**src/rtl/dualctx_addr_gen_if.sv**
```systemverilog
// dualctx_addr_gen_if: command, config and address-stream bundle for dualctx_addr_gen
// master: controller side (drives start/ctx/clear/yield/config/ready, observes stream)
// slave:  generator side (observes commands/config/ready, drives valid/addr/ctx/busy/done)
interface dualctx_addr_gen_if #(
  parameter int CNT_W  = 16,
  parameter int ADDR_W = 16
);
  logic              i_start;
  logic              i_ctx;
  logic              i_clear;
  logic              i_yield;
  logic [ADDR_W-1:0] i_base;
  logic [CNT_W-1:0]  i_lim0;
  logic [CNT_W-1:0]  i_lim1;
  logic [CNT_W-1:0]  i_lim2;
  logic [CNT_W-1:0]  i_step0;
  logic [CNT_W-1:0]  i_step1;
  logic [CNT_W-1:0]  i_step2;
  logic              i_ready;
  logic              o_valid;
  logic [ADDR_W-1:0] o_addr;
  logic              o_ctx;
  logic              o_busy;
  logic              o_done;
  modport master (
    output i_start, i_ctx, i_clear, i_yield, i_base,
           i_lim0, i_lim1, i_lim2, i_step0, i_step1, i_step2, i_ready,
    input  o_valid, o_addr, o_ctx, o_busy, o_done
  );
  modport slave (
    input  i_start, i_ctx, i_clear, i_yield, i_base,
           i_lim0, i_lim1, i_lim2, i_step0, i_step1, i_step2, i_ready,
    output o_valid, o_addr, o_ctx, o_busy, o_done
  );
endinterface

```
**src/rtl/dualctx_addr_gen.sv**
```systemverilog
// dualctx_addr_gen: three-level nested-loop address generator with two resumable contexts
// i_clk/i_rstn: clock and asynchronous active-low reset
// bus (slave): start/ctx/clear/yield commands, base/limit/step config, valid/ready address stream
module dualctx_addr_gen #(
  parameter int CNT_W  = 16,
  parameter int ADDR_W = 16
) (
  input  logic                i_clk,
  input  logic                i_rstn,
  dualctx_addr_gen_if.slave   bus
);
  typedef enum logic [1:0] {IDLE, RUN, DONE} state_t;
  state_t                         state_q, state_d;
  logic                           ctx_q, ctx_d;
  logic [1:0][2:0][CNT_W-1:0]     cnt_q, cnt_d;
  logic [2:0][CNT_W-1:0]          lim, step, cur, nxt;
  logic [2:0]                     flag;
  logic                           hs;
  assign lim  = {bus.i_lim2, bus.i_lim1, bus.i_lim0};
  assign step = {bus.i_step2, bus.i_step1, bus.i_step0};
  assign cur  = cnt_q[ctx_q];
  // Increment wraps in CNT_W before the exclusive-limit compare
  always_comb begin
    for (int k = 0; k < 3; k++) begin
      nxt[k]  = cur[k] + step[k];
      flag[k] = nxt[k] >= lim[k];
    end
  end
  always_comb begin
    state_d = state_q;
    ctx_d   = ctx_q;
    cnt_d   = cnt_q;
    hs      = (state_q == RUN) && bus.i_ready;
    // On the last element every flag is set, so the whole context wraps to 0
    if (hs) begin
      cnt_d[ctx_q][0] = flag[0] ? '0 : nxt[0];
      if (flag[0]) cnt_d[ctx_q][1] = flag[1] ? '0 : nxt[1];
      if (&flag[1:0]) cnt_d[ctx_q][2] = flag[2] ? '0 : nxt[2];
    end
    case (state_q)
      IDLE: if (bus.i_start) begin
        state_d = RUN;
        ctx_d   = bus.i_ctx;
      end
      RUN: if (hs && &flag) state_d = DONE;
        else if (hs && bus.i_yield) ctx_d = ~ctx_q;
      DONE: state_d = IDLE;
      default: state_d = IDLE;
    endcase
    if (bus.i_clear) begin
      state_d = IDLE;
      ctx_d   = 1'b0;
      cnt_d   = '0;
    end
  end
  always_ff @(posedge i_clk or negedge i_rstn) begin
    if (!i_rstn) begin
      state_q <= IDLE;
      ctx_q   <= 1'b0;
      cnt_q   <= '0;
    end else begin
      state_q <= state_d;
      ctx_q   <= ctx_d;
      cnt_q   <= cnt_d;
    end
  end
  assign bus.o_valid = state_q == RUN;
  assign bus.o_addr  = bus.o_valid ? bus.i_base + ADDR_W'(cur[0]) + ADDR_W'(cur[1]) + ADDR_W'(cur[2]) : '0;
  assign bus.o_ctx   = ctx_q;
  assign bus.o_busy  = state_q != IDLE;
  assign bus.o_done  = state_q == DONE;
endmodule
```
**src/flat_wrapper.sv**
```systemverilog
// flat-port wrapper written by rule: the top's interface ports become plain ports
module dualctx_addr_gen_flat 
#(
  parameter int CNT_W  = 16,
  parameter int ADDR_W = 16
)
  (i_clk, i_rstn, bus_i_start, bus_i_ctx, bus_i_clear, bus_i_yield, bus_i_base, bus_i_lim0, bus_i_lim1, bus_i_lim2, bus_i_step0, bus_i_step1, bus_i_step2, bus_i_ready, bus_o_valid, bus_o_addr, bus_o_ctx, bus_o_busy, bus_o_done);
  dualctx_addr_gen_if #(.CNT_W(CNT_W), .ADDR_W(ADDR_W)) bus_i ();
  input  logic i_clk;
  input  logic i_rstn;
  input wire logic [$bits(bus_i.i_start)-1:0] bus_i_start;
  input wire logic [$bits(bus_i.i_ctx)-1:0] bus_i_ctx;
  input wire logic [$bits(bus_i.i_clear)-1:0] bus_i_clear;
  input wire logic [$bits(bus_i.i_yield)-1:0] bus_i_yield;
  input wire logic [$bits(bus_i.i_base)-1:0] bus_i_base;
  input wire logic [$bits(bus_i.i_lim0)-1:0] bus_i_lim0;
  input wire logic [$bits(bus_i.i_lim1)-1:0] bus_i_lim1;
  input wire logic [$bits(bus_i.i_lim2)-1:0] bus_i_lim2;
  input wire logic [$bits(bus_i.i_step0)-1:0] bus_i_step0;
  input wire logic [$bits(bus_i.i_step1)-1:0] bus_i_step1;
  input wire logic [$bits(bus_i.i_step2)-1:0] bus_i_step2;
  input wire logic [$bits(bus_i.i_ready)-1:0] bus_i_ready;
  output wire logic [$bits(bus_i.o_valid)-1:0] bus_o_valid;
  output wire logic [$bits(bus_i.o_addr)-1:0] bus_o_addr;
  output wire logic [$bits(bus_i.o_ctx)-1:0] bus_o_ctx;
  output wire logic [$bits(bus_i.o_busy)-1:0] bus_o_busy;
  output wire logic [$bits(bus_i.o_done)-1:0] bus_o_done;
  assign bus_i.i_start = bus_i_start;
  assign bus_i.i_ctx = bus_i_ctx;
  assign bus_i.i_clear = bus_i_clear;
  assign bus_i.i_yield = bus_i_yield;
  assign bus_i.i_base = bus_i_base;
  assign bus_i.i_lim0 = bus_i_lim0;
  assign bus_i.i_lim1 = bus_i_lim1;
  assign bus_i.i_lim2 = bus_i_lim2;
  assign bus_i.i_step0 = bus_i_step0;
  assign bus_i.i_step1 = bus_i_step1;
  assign bus_i.i_step2 = bus_i_step2;
  assign bus_i.i_ready = bus_i_ready;
  assign bus_o_valid = bus_i.o_valid;
  assign bus_o_addr = bus_i.o_addr;
  assign bus_o_ctx = bus_i.o_ctx;
  assign bus_o_busy = bus_i.o_busy;
  assign bus_o_done = bus_i.o_done;
  dualctx_addr_gen #(.CNT_W(CNT_W), .ADDR_W(ADDR_W)) u_core (.i_clk(i_clk), .i_rstn(i_rstn), .bus(bus_i));
endmodule
```
**config.mk**
```make
export PLATFORM = sky130hd
export DESIGN_NAME = dualctx_addr_gen_flat
export DESIGN_NICKNAME = d
export VERILOG_FILES = /design/src/rtl/dualctx_addr_gen_if.sv /design/src/rtl/dualctx_addr_gen.sv /design/src/flat_wrapper.sv
export SDC_FILE = /design/constraint.sdc
export NUM_CORES = 1
export LEC_CHECK = 0
export BUFFER_PORTS_ARGS = -buffer_cell sky130_fd_sc_hd__buf_2
export CAP_MARGIN = 20
export CORE_AREA = 3 3 162 101
export DETAILED_ROUTE_END_ITERATION = 12
export DIE_AREA = 0 0 165 104
export PLACE_DENSITY_LB_ADDON = 0.15
export SKIP_LAST_GASP = 1
export SYNTH_ARGS = -nofsm -noshare
export SYNTH_HDL_FRONTEND = slang
export SYNTH_SLANG_ARGS = --single-unit
```
**constraint.sdc**
```tcl
create_clock -name i_clk -period 7.27 [get_ports i_clk]
set_input_delay 1.0905 -clock i_clk [delete_from_list [all_inputs] [get_ports i_clk]]
set_output_delay 1.0905 -clock i_clk [all_outputs]
set_load 0.02 [all_outputs]
```
==> flow_metrics.tcl, run 1 <==
set metrics [dict create \
    status "completed" \
    worstPathCellList "mux2i_1 > inv_1 > fa_1 > fa_1 > ha_1 > fa_1 > a211oi_1 > o21bai_1 > a31oi_1 > o21ai_0 > o41ai_1 > o21ai_0 > xnor2_1 > nor2_1 > buf_2" \
    fraction_of_the_cycle_the_final_worst_path_needs 0.9081 \
    grt_start_max_net_pins 73 \
    fraction_of_the_mapped_netlist_area_in_compound_gates 0.2082 \
    worst-setup-path-type "flip-flop to primary output" \
    post_cts_resized 0 \
    synth_cell_type_count 59 \
    worst_setup_hold_path_clk_slew_ns 0.07 \
    synth_fa_ha_area_frac 0.2302 \
    synth_enable_flop_cells 0 \
    area_growth_syn_to_layout_pct 13.70 \
    proportion_of_layout_cells_with_a_drive_suffix_above_1 0.2075 \
    grt_pass1_wl_um 37230 \
    fp-row-count 35 \
    cp-start-kind "flip-flop" \
    grt_pass1_vias 6958 \
    final_count_of_hold_timing_violations 0 \
    drv_slew 0 \
    synth_top_family_by_area "adder cells" \
    detail-route-antenna-nets 0 \
    tightest_slew_ns 1.105 \
    synthesis.nets 1163 \
    chip_height_um 104 \
    post_synthesis_mux_area_share 0.06114 \
    grt_antenna_before_repair 0 \
    timing.max_slew.rel_slack 0.2609 \
    ios 139 \
    cpMaxStageDelayCell "sky130_fd_sc_hd__dfrtp_2" \
    initial_utilization 0.5784 \
    chipWidth_um 165 \
    reg2reg_to "u_core.cnt_q[41]" \
    layout_filler_cell_count 1271 \
    fin_setup_tns_ns 0 \
    critical_path_peak_fanout 40 \
    routabilityCongestion 0.9084 \
    worst_min_delay_path_category "flip-flop to flip-flop" \
    cts_tree "done" \
    route.final.wire_length_um 23570 \
    synth_seq_cells 99 \
    yosys.area_share.simple 0.1087 \
    synth-main-ff-cell "sky130_fd_sc_hd__dfrtp_1" \
    post_route_standard_cell_area_excluding_fillers_um2 9936 \
    worst_r2r_startpoint "u_core.bus.o_ctx" \
    worstRegToRegCells 18 \
    synth.avg_cell_area_um2 9.677 \
    critical_path.endpoint_type "primary output" \
    powerDensity_nw_per_um2 159.1 \
    hold_start "u_core.cnt_q[50]" \
    synth-async-reset-ratio 1.000 \
    slowest_delay_ns 1.00 \
    place_area_um2 9608 \
    timing.critical_path.mode_cell "sky130_fd_sc_hd__fa_1" \
    vdd_ir_drop_max_v 0.0001067 \
    worst_setup_path_endpoint "bus_o_addr[15]" \
    numPortBuffers 138 \
    setup_repair_after_global_routing_missed_its_margin "false" \
    ctsHtreeMaxLevel 3 \
    worst-endpoint-arrival_ns 5.51 \
    layout.nets 1296 \
    p_leak_nw 5.233 \
    netlist_instances 903 \
    cts-hold-fix-buffers 0 \
    netlist_area_um2 8738 \
    final.hold.worst_slack_ns 0.4764 \
    max_cap_violations 0 \
    clk-insertion-delay-late_ns 0.34 \
    rrSetupSlack_ns 0.92 \
    hpwlAfterDp_um 19030 \
    cts_buffers 9 \
    worst_ep_required_time_ns 6.18 \
    post-route-min-period_ns 6.602 \
    achievable-frequency_mhz 151.5 \
    startpoint "u_core.bus.o_ctx" \
    fp.dieArea_um2 17160 \
    xor_xnor_fraction_of_synth_area 0.05813 \
    dr_total_vias 7347 \
    drt_first_iter_violations 629 \
    cts-root-to-sink-buffers 2 \
    detail_route.drc_violations 0 \
    grt_overflow 0 \
    clock-sinks 99 \
    yosysWarnings 0 \
    drt-vias-per-instance 5.906 \
    antenna_cells 0 \
    skew_ns 0.007077 \
    gr-usage-all-layers 0.2764 \
    synth.yosys.seq_area_share 0.2835 \
    ctsRootBufferMaster "sky130_fd_sc_hd__clkbuf_16" \
    setup_violations 0 \
    dr.pass1.iters 7 \
    core_area_um2 15110 \
    post_drt_wl_per_cell_um 18.95 \
    post_cts_setup_driven_buffer_insertion_count 0 \
]
area by class of cell:
| type | instances | area (µm²) | area share |
|---|---|---|---|
| sequential | 99 | 2479 | 0.2495 |
| clock inverter | 6 | 88.84 | 0.008941 |
| inverter | 77 | 289.0 | 0.02909 |
| clock buffer | 10 | 239.0 | 0.02405 |
| timing repair buffer | 146 | 753.2 | 0.07581 |
| tap | 203 | 254.0 | 0.02556 |
| multi-input combinational | 703 | 5833 | 0.5871 |
critical path, delay by kind of cell (launching register included):
kind	cells	cell delay (ns)
fa+ha+maj	4	1.66
compound gates	6	1.58
flops	1	1.00
mux	1	0.36
buf+inv	2	0.32
xor+xnor	1	0.15
simple gates	1	0.08
worst min-delay path by stage:
stage,end,slack (ns),depth (start not counted)
2_1_floorplan,u_core.cnt_q[48],0.44,2
3_3_place_gp,u_core.cnt_q[50],0.46,2
3_5_place_dp,u_core.cnt_q[50],0.47,2
4_1_cts,u_core.cnt_q[50],0.48,2
5_1_grt,u_core.cnt_q[55],0.50,2
6_report,u_core.cnt_q[50],0.48,2
stage by stage:
step	setup slack (ns)	std cells	utilization	power, W
2_1_floorplan	0.9604	903	-	0.0009021
3_3_place_gp	1.185	1228	0.6359	0.001052
3_5_place_dp	1.139	1228	0.6359	0.001059
4_1_cts	0.7444	1244	0.6576	0.001585
5_1_grt	0.4391	1244	0.6576	0.001668
6_report	0.6684	1244	0.6576	0.001581
power breakdown:
group	leakage (nW)	internal [W]	switching [W]
clock	0.155	0.000311	0.000213
sequential	1.38	0.000562	0.0000142
combinational	3.70	0.000195	0.000286
total	5.23	0.00107	0.000514
layout by cell type (no fill, tap or decap), types with 6 or more instances in the layout:
cell	n
sky130_fd_sc_hd__dfrtp_1	98
sky130_fd_sc_hd__and2_1	12
sky130_fd_sc_hd__buf_2	137
sky130_fd_sc_hd__nand2_1	64
sky130_fd_sc_hd__a31oi_1	9
sky130_fd_sc_hd__xnor2_1	41
sky130_fd_sc_hd__mux2_2	43
sky130_fd_sc_hd__a21o_1	16
sky130_fd_sc_hd__a22o_1	68
sky130_fd_sc_hd__a211oi_1	10
sky130_fd_sc_hd__nand3_1	16
sky130_fd_sc_hd__nand4_1	7
sky130_fd_sc_hd__o21ai_1	10
sky130_fd_sc_hd__inv_1	77
sky130_fd_sc_hd__o21bai_1	6
sky130_fd_sc_hd__fa_1	33
sky130_fd_sc_hd__nor2b_1	7
sky130_fd_sc_hd__o21ai_0	55
sky130_fd_sc_hd__a21oi_1	47
sky130_fd_sc_hd__o21a_1	8
sky130_fd_sc_hd__and3_1	8
sky130_fd_sc_hd__nor2_1	36
sky130_fd_sc_hd__xor2_1	17
sky130_fd_sc_hd__ha_1	108
sky130_fd_sc_hd__clkbuf_16	9
sky130_fd_sc_hd__nor3_1	18
sky130_fd_sc_hd__buf_4	9
sky130_fd_sc_hd__nand2b_1	9
cells by family after synthesis:
| family | Yosys count |
|---|---|
| compound gates | 261 |
| xor+xnor | 58 |
| mux | 48 |
| fa+ha+maj | 141 |
| buf+inv | 101 |
| flops | 99 |
| simple gates | 195 |
synthesized netlist by cell type, drive strengths merged (5+ instances only):
cell    number  area, µm²
buf         11      100.1
o21a         8      60.06
a21o        17      128.9
xnor2       41      359.1
inv         77      289.0
nor2b        7      43.79
and4         5      43.79
clkbuf      13      48.80
ha         108       1351
nand2       64      240.2
mux2        43      484.2
nand4        7      43.79
nand2b       9      56.30
fa          33      660.6
a21oi       48      240.2
and2        12      75.07
dfrtp       99       2477
a22o        68      595.6
o21ai       66      334.1
nor3        18      90.09
a211oi      11      87.58
xor2        17      148.9
nor2        37      141.4
a31oi       10      62.56
nand3       16      80.08
o21bai       6      45.04
mux2i        5      50.05
and3         8      50.05
per-layer routing:
metal | vias to the layer above | track usage | share of wire
met1 | 3497 | 0.4330 | 0.50
met3 | 21 | 0.07322 | 0.081
met4 | 0 | 0.04847 | 0.012
met2 | 278 | 0.3843 | 0.41
met5 | - | 0 | 0
li1 | 3551 | - | -
flip-flops by register name (all words and copies together) (netlist names):
register,cells
u_core.bus.o_ctx,1
u_core.state_q,2
u_core.cnt_q,96
No activity file was read; power rests on OpenSTA's default activity.
==> run 2: changes to the inputs <==
--- a/config.mk
+++ b/config.mk
@@ -5,11 +5,11 @@
 export SDC_FILE = /design/constraint.sdc
 export NUM_CORES = 1
 export LEC_CHECK = 0
-export BUFFER_PORTS_ARGS = -buffer_cell sky130_fd_sc_hd__buf_2
 export CAP_MARGIN = 20
-export CORE_AREA = 3 3 162 101
+export CORE_AREA = 3 3 153 96
 export DETAILED_ROUTE_END_ITERATION = 12
-export DIE_AREA = 0 0 165 104
+export DIE_AREA = 0 0 156 99
+export DONT_BUFFER_PORTS = 1
 export PLACE_DENSITY_LB_ADDON = 0.15
 export SKIP_LAST_GASP = 1
 export SYNTH_ARGS = -nofsm -noshare
==> flow_metrics.tcl, run 2 (same netlist as run 1, synthesis figures left out) <==
set metrics [dict create \
    cts_tree "done" \
    final.setup.worst_slack_ns 0.5806 \
    ctsHtreeMaxLevel 3 \
    setup_repair_after_global_routing_missed_its_margin "false" \
    ctsRootBufferMaster "sky130_fd_sc_hd__clkbuf_16" \
    fp-row-count 33 \
    dr.pass1.iters 5 \
    numPortBuffers 0 \
    setup_violations 0 \
    chip_height_um 99 \
    power_switching_share 0.3391 \
    drt-vias-per-instance 6.697 \
    largest_register "u_core.cnt_q" \
    clock-sinks 99 \
    drt_first_iter_violations 703 \
    cp-start-kind "flip-flop" \
    vdd_ir_drop_max_v 0.00009295 \
    ios 139 \
    drv_slew 0 \
    cts_buffers 9 \
    fin_setup_tns_ns 0 \
    power.net_switching_w 0.0004973 \
    initial_utilization 0.6512 \
    core_area_um2 13420 \
    cts-root-to-sink-buffers 2 \
    chipWidth_um 156 \
    final_count_of_hold_timing_violations 0 \
    critical_path_peak_fanout 20 \
    cts-hold-fix-buffers 0 \
    status "completed" \
    post_cts_setup_driven_buffer_insertion_count 0 \
    dr_total_vias 7219 \
    grt_pass1_vias 7234 \
    placement.setup.worst_slack_ns 1.082 \
    worst_ep_required_time_ns 6.18 \
    fp.dieArea_um2 15440 \
    fraction_of_the_cycle_the_final_worst_path_needs 0.9201 \
    post-route-min-period_ns 6.689 \
    grt_start_max_net_pins 100 \
    worst-endpoint-arrival_ns 5.60 \
    achievable-frequency_mhz 149.5 \
    timing.max_slew.rel_slack 0.3284 \
    largest_reg_flops 96 \
    post_cts_resized 0 \
    gr-usage-all-layers 0.3234 \
    power_frac_seq 0.391 \
    p_clk_frac 0.315 \
    p_leak_nw 4.645 \
    cell_internal_power_dissipation_w 0.0009693 \
    grt_overflow 0 \
    route.final.wire_length_um 24580 \
    power.combinational.fraction 0.294 \
    clk-insertion-delay-late_ns 0.35 \
    powerDensity_nw_per_um2 160.2 \
    post_drt_wl_per_cell_um 22.80 \
    detail-route-antenna-nets 0 \
    hpwlAfterDp_um 19730 \
    grt_pass1_wl_um 39030 \
    worst-setup-path-type "flip-flop to primary output" \
    max_cap_violations 0 \
    layout_filler_cell_count 1082 \
    worst_setup_hold_path_clk_slew_ns 0.07 \
    detail_route.drc_violations 0 \
    grt_antenna_before_repair 0 \
    proportion_of_layout_cells_with_a_drive_suffix_above_1 0.08416 \
    final_cell_mix "sky130_fd_sc_hd__ha_1, sky130_fd_sc_hd__dfrtp_1, sky130_fd_sc_hd__inv_1, sky130_fd_sc_hd__a22o_1, sky130_fd_sc_hd__nand2_1" \
    critical_path.endpoint_type "primary output" \
    area_growth_syn_to_layout_pct 4.782 \
    routabilityCongestion 0.9180 \
    antenna_cells 0 \
    layout.cells.most_common "sky130_fd_sc_hd__ha_1" \
    worst_min_delay_path_category "input port to async pin" \
    layout.nets 1158 \
    tightest_slew_ns 1.004 \
    skew_ns 0.008075 \
]
## run 2: cell types whose count changed in the layout (fill, tap and decap cells not counted), sizes merged
| cell | previous run | this run |
|---|---|---|
| inv | 77 | 78 |
| clkbuf | 10 | 11 |
| bufinv | 2 | 0 |
| buf | 146 | 8 |
## run 2: routing by layer
metal,track usage,part of all wire
met4,0.06309,0.014
met1,0.4606,0.44
met5,0,0
met2,0.5116,0.46
met3,0.07547,0.088
## run 2: power by group through the flow
stage | Combinational (W) | Clock (W) | Sequential, W
floorplan | 0.000324 | 0 | 0.000578
global placement | 0.000400 | 0 | 0.000582
detailed placement | 0.000423 | 0 | 0.000583
CTS | 0.000424 | 0.000462 | 0.000573
global route | 0.000476 | 0.000487 | 0.000574
finish | 0.000431 | 0.000462 | 0.000573
## run 2: stage by stage
| step | hold WS [ns] | instance area [µm²] | cells | utilization | total power [W] |
|---|---|---|---|---|---|
| detailed placement | 0.4667 | 8876 | 1062 | 0.6614 | 0.001005 |
| global route | 0.4254 | 9156 | 1078 | 0.6823 | 0.001537 |
| finish | 0.4354 | 9156 | 1078 | 0.6823 | 0.001467 |
| CTS | 0.4314 | 9156 | 1078 | 0.6823 | 0.001459 |
| global placement | 0.4566 | 8869 | 1061 | 0.6609 | 0.0009825 |
| floorplan | 0.4444 | 8738 | 903 | - | 0.0009021 |
## run 2: area by class of cell
type	count	area [µm²]	share of cell area
Inverter	77	289.0	0.03157
Clock inverter	5	37.54	0.004099
Sequential cell	99	2479	0.2707
Tap cell	175	219.0	0.02391
Multi-Input combinational cell	703	5829	0.6366
Clock buffer	11	242.7	0.02651
Timing Repair Buffer	8	60.06	0.006559
## run 2: final timing paths
path | from | end | slack, ns | cells past startpoint
max | u_core.bus.o_ctx | bus_o_addr[15] | 0.58 | 14
min reg2reg | u_core.cnt_q[30] | u_core.cnt_q[30] | 0.48 | 2
min | i_rstn | u_core.cnt_q[42] | 0.44 | 0
max in group asynchronous | i_rstn | u_core.cnt_q[72] | 6.67 | 0
max reg2reg | u_core.bus.o_ctx | u_core.cnt_q[34] | 1.11 | 18
min in group i_clk | u_core.cnt_q[30] | u_core.cnt_q[30] | 0.48 | 2
## run 2: critical path, cell delays in order, from the launching register on
cell and delay (ns):
sky130_fd_sc_hd__dfrtp_2 0.72, sky130_fd_sc_hd__mux2i_1 0.35, sky130_fd_sc_hd__inv_1 0.13, sky130_fd_sc_hd__fa_1 0.51, sky130_fd_sc_hd__fa_1 0.50, sky130_fd_sc_hd__ha_1 0.27
sky130_fd_sc_hd__fa_1 0.47, sky130_fd_sc_hd__a211oi_1 0.35, sky130_fd_sc_hd__o21bai_1 0.17, sky130_fd_sc_hd__a31oi_1 0.26, sky130_fd_sc_hd__o21ai_0 0.25, sky130_fd_sc_hd__o41ai_1 0.56
sky130_fd_sc_hd__o21ai_0 0.23, sky130_fd_sc_hd__xnor2_1 0.17, sky130_fd_sc_hd__nor2_1 0.31
==> run 3: changes to the inputs <==
--- a/config.mk
+++ b/config.mk
@@ -6,12 +6,13 @@
 export NUM_CORES = 1
 export LEC_CHECK = 0
 export CAP_MARGIN = 20
-export CORE_AREA = 3 3 153 96
+export CORE_AREA = 3 3 175 109
 export DETAILED_ROUTE_END_ITERATION = 12
-export DIE_AREA = 0 0 156 99
+export DIE_AREA = 0 0 178 112
 export DONT_BUFFER_PORTS = 1
 export PLACE_DENSITY_LB_ADDON = 0.15
 export SKIP_LAST_GASP = 1
+export SLEW_MARGIN = 20
 export SYNTH_ARGS = -nofsm -noshare
 export SYNTH_HDL_FRONTEND = slang
 export SYNTH_SLANG_ARGS = --single-unit
==> flow_metrics.tcl, run 3 (same netlist as run 1, synthesis figures left out) <==
set metrics [dict create \
    dr_total_vias 6700 \
    worst_min_delay_path_category "input port to async pin" \
    cts-root-to-sink-buffers 2 \
    fin_setup_tns_ns 0 \
    clock-sinks 99 \
    drv_slew 0 \
    dr.pass1.iters 5 \
    timing.critical_path.mode_cell "sky130_fd_sc_hd__fa_1" \
    hpwlAfterDp_um 19120 \
    post-route-min-period_ns 6.583 \
    chip_height_um 112 \
    cpMaxStageDelayCell "sky130_fd_sc_hd__dfrtp_2" \
    worstPathCellList "mux2i_1 > inv_1 > fa_1 > fa_1 > ha_1 > fa_1 > a211oi_1 > o21bai_1 > a31oi_1 > o21ai_0 > o41ai_1 > o21ai_0 > xnor2_1 > nor2_1" \
    detail_route.drc_violations 0 \
    tightest_slew_ns 1.067 \
    setup_violations 0 \
    ios 139 \
    worst_r2r_startpoint "u_core.bus.o_ctx" \
    cts_buffers 9 \
    cp_num_buf_inv 1 \
    achievable-frequency_mhz 151.9 \
    post_cts_resized 0 \
    grt_overflow 0 \
    powerDensity_nw_per_um2 160.2 \
    area_growth_syn_to_layout_pct 5.871 \
    area_used_by_multi_input_combinational_logic_um2 5838 \
    number_of_stages_on_the_worst_setup_path 14 \
    startpoint "u_core.bus.o_ctx" \
    layout_filler_cell_count 1610 \
    chipWidth_um 178 \
    rrSetupSlack_ns 1.21 \
    post_cts_setup_driven_buffer_insertion_count 0 \
    register_area_um2 2479 \
    layout.nets 1157 \
    final_cell_mix "sky130_fd_sc_hd__ha_1, sky130_fd_sc_hd__dfrtp_1, sky130_fd_sc_hd__inv_1, sky130_fd_sc_hd__a22o_1, sky130_fd_sc_hd__nand2_1" \
    skew_ns 0.01336 \
    grt_pass1_wl_um 37000 \
    proportion_of_layout_cells_with_a_drive_suffix_above_1 0.08647 \
    fraction_of_the_cycle_the_final_worst_path_needs 0.9055 \
    core_area_um2 17730 \
    drt-vias-per-instance 5.867 \
    drt_first_iter_violations 577 \
    cts-hold-fix-buffers 0 \
    fp-row-count 38 \
    worst-endpoint-arrival_ns 5.49 \
    cts_tree "done" \
    layout.cells.most_common "sky130_fd_sc_hd__ha_1" \
    antenna_cells 0 \
    largest_register "u_core.cnt_q" \
    fp.dieArea_um2 19940 \
    route.final.wire_length_um 23930 \
    ctsHtreeMaxLevel 3 \
    dp_cells 1126 \
    setup_repair_after_global_routing_missed_its_margin "false" \
    worst_ep_required_time_ns 6.18 \
    numPortBuffers 0 \
    largest_reg_flops 96 \
    detail-route-antenna-nets 0 \
    reg2reg_to "u_core.cnt_q[34]" \
    max_cap_violations 0 \
    finish.utilization 0.5217 \
    grt_antenna_before_repair 0 \
    gr-usage-all-layers 0.2417 \
    worst_setup_hold_path_clk_slew_ns 0.08 \
    cp_top_family "adder cells" \
    critical_path_peak_fanout 31 \
    slowest_delay_ns 0.87 \
    vdd_ir_drop_max_v 0.0001207 \
    clk-insertion-delay-late_ns 0.36 \
    status "completed" \
    routabilityCongestion 0.8592 \
    grt_pass1_vias 6309 \
    post_drt_wl_per_cell_um 20.96 \
    worstRegToRegCells 17 \
    grt_start_max_net_pins 100 \
    p_leak_nw 4.655 \
    ctsRootBufferMaster "sky130_fd_sc_hd__clkbuf_16" \
    timing.max_slew.rel_slack 0.2866 \
    final_count_of_hold_timing_violations 0 \
    worst_setup_path_endpoint "bus_o_addr[15]" \
    initial_utilization 0.4927 \
    worst-setup-path-type "flip-flop to primary output" \
    final-instance-count-excl-fill 1142 \
    cp-start-kind "flip-flop" \
    critical_path.endpoint_type "primary output" \
]
==> run 3: layout make-up <==
class / count / area share
inverters: 77 / 0.03124
well taps: 240 / 0.03246
multi-input cells: 703 / 0.6311
clock inverters: 7 / 0.007303
clock buffers: 9 / 0.02434
repair buffers: 7 / 0.005680
flip-flops and latches: 99 / 0.2679
==> run 3: where the power goes <==
part,switching [W],total (W),internal [W]
combinational,0.000261,0.000425,0.000164
sequential,0.0000128,0.000574,0.000561
clock,0.000241,0.000483,0.000242
total,0.000515,0.00148,0.000968
==> run 3: per-layer routing <==
layer / vias up / track usage / wire (µm)
met3: 19 / 0.05283 / 1722
met5: - / 0 / 0
li1: 3271 / - / -
met1: 3187 / 0.4029 / 12840
met4: 0 / 0.04339 / 236
met2: 223 / 0.3144 / 9131
==> run 3: worst min path at each step <==
stage,end,slack (ns),cells after the start
finish,u_core.cnt_q[90],0.42,0
global route,u_core.cnt_q[90],0.41,0
CTS,u_core.cnt_q[90],0.42,0
detailed placement,u_core.cnt_q[69],0.47,2
global placement,u_core.cnt_q[0],0.46,2
floorplan,u_core.cnt_q[48],0.44,2
==> run 3: per-stage QoR <==
| stage | hold slack [ns] | power, W | setup slack (ns) | cell area (µm²) |
|---|---|---|---|---|
| after CTS | 0.4180 | 0.001486 | 0.7111 | 9251 |
| after global routing | 0.4106 | 0.001566 | 0.2892 | 9251 |
| after floorplan | 0.4444 | 0.0009021 | 0.9604 | 8738 |
| after global placement | 0.4604 | 0.001002 | 1.214 | 8959 |
| after detailed placement | 0.4683 | 0.001004 | 1.102 | 8959 |
| final | 0.4245 | 0.001482 | 0.6870 | 9251 |
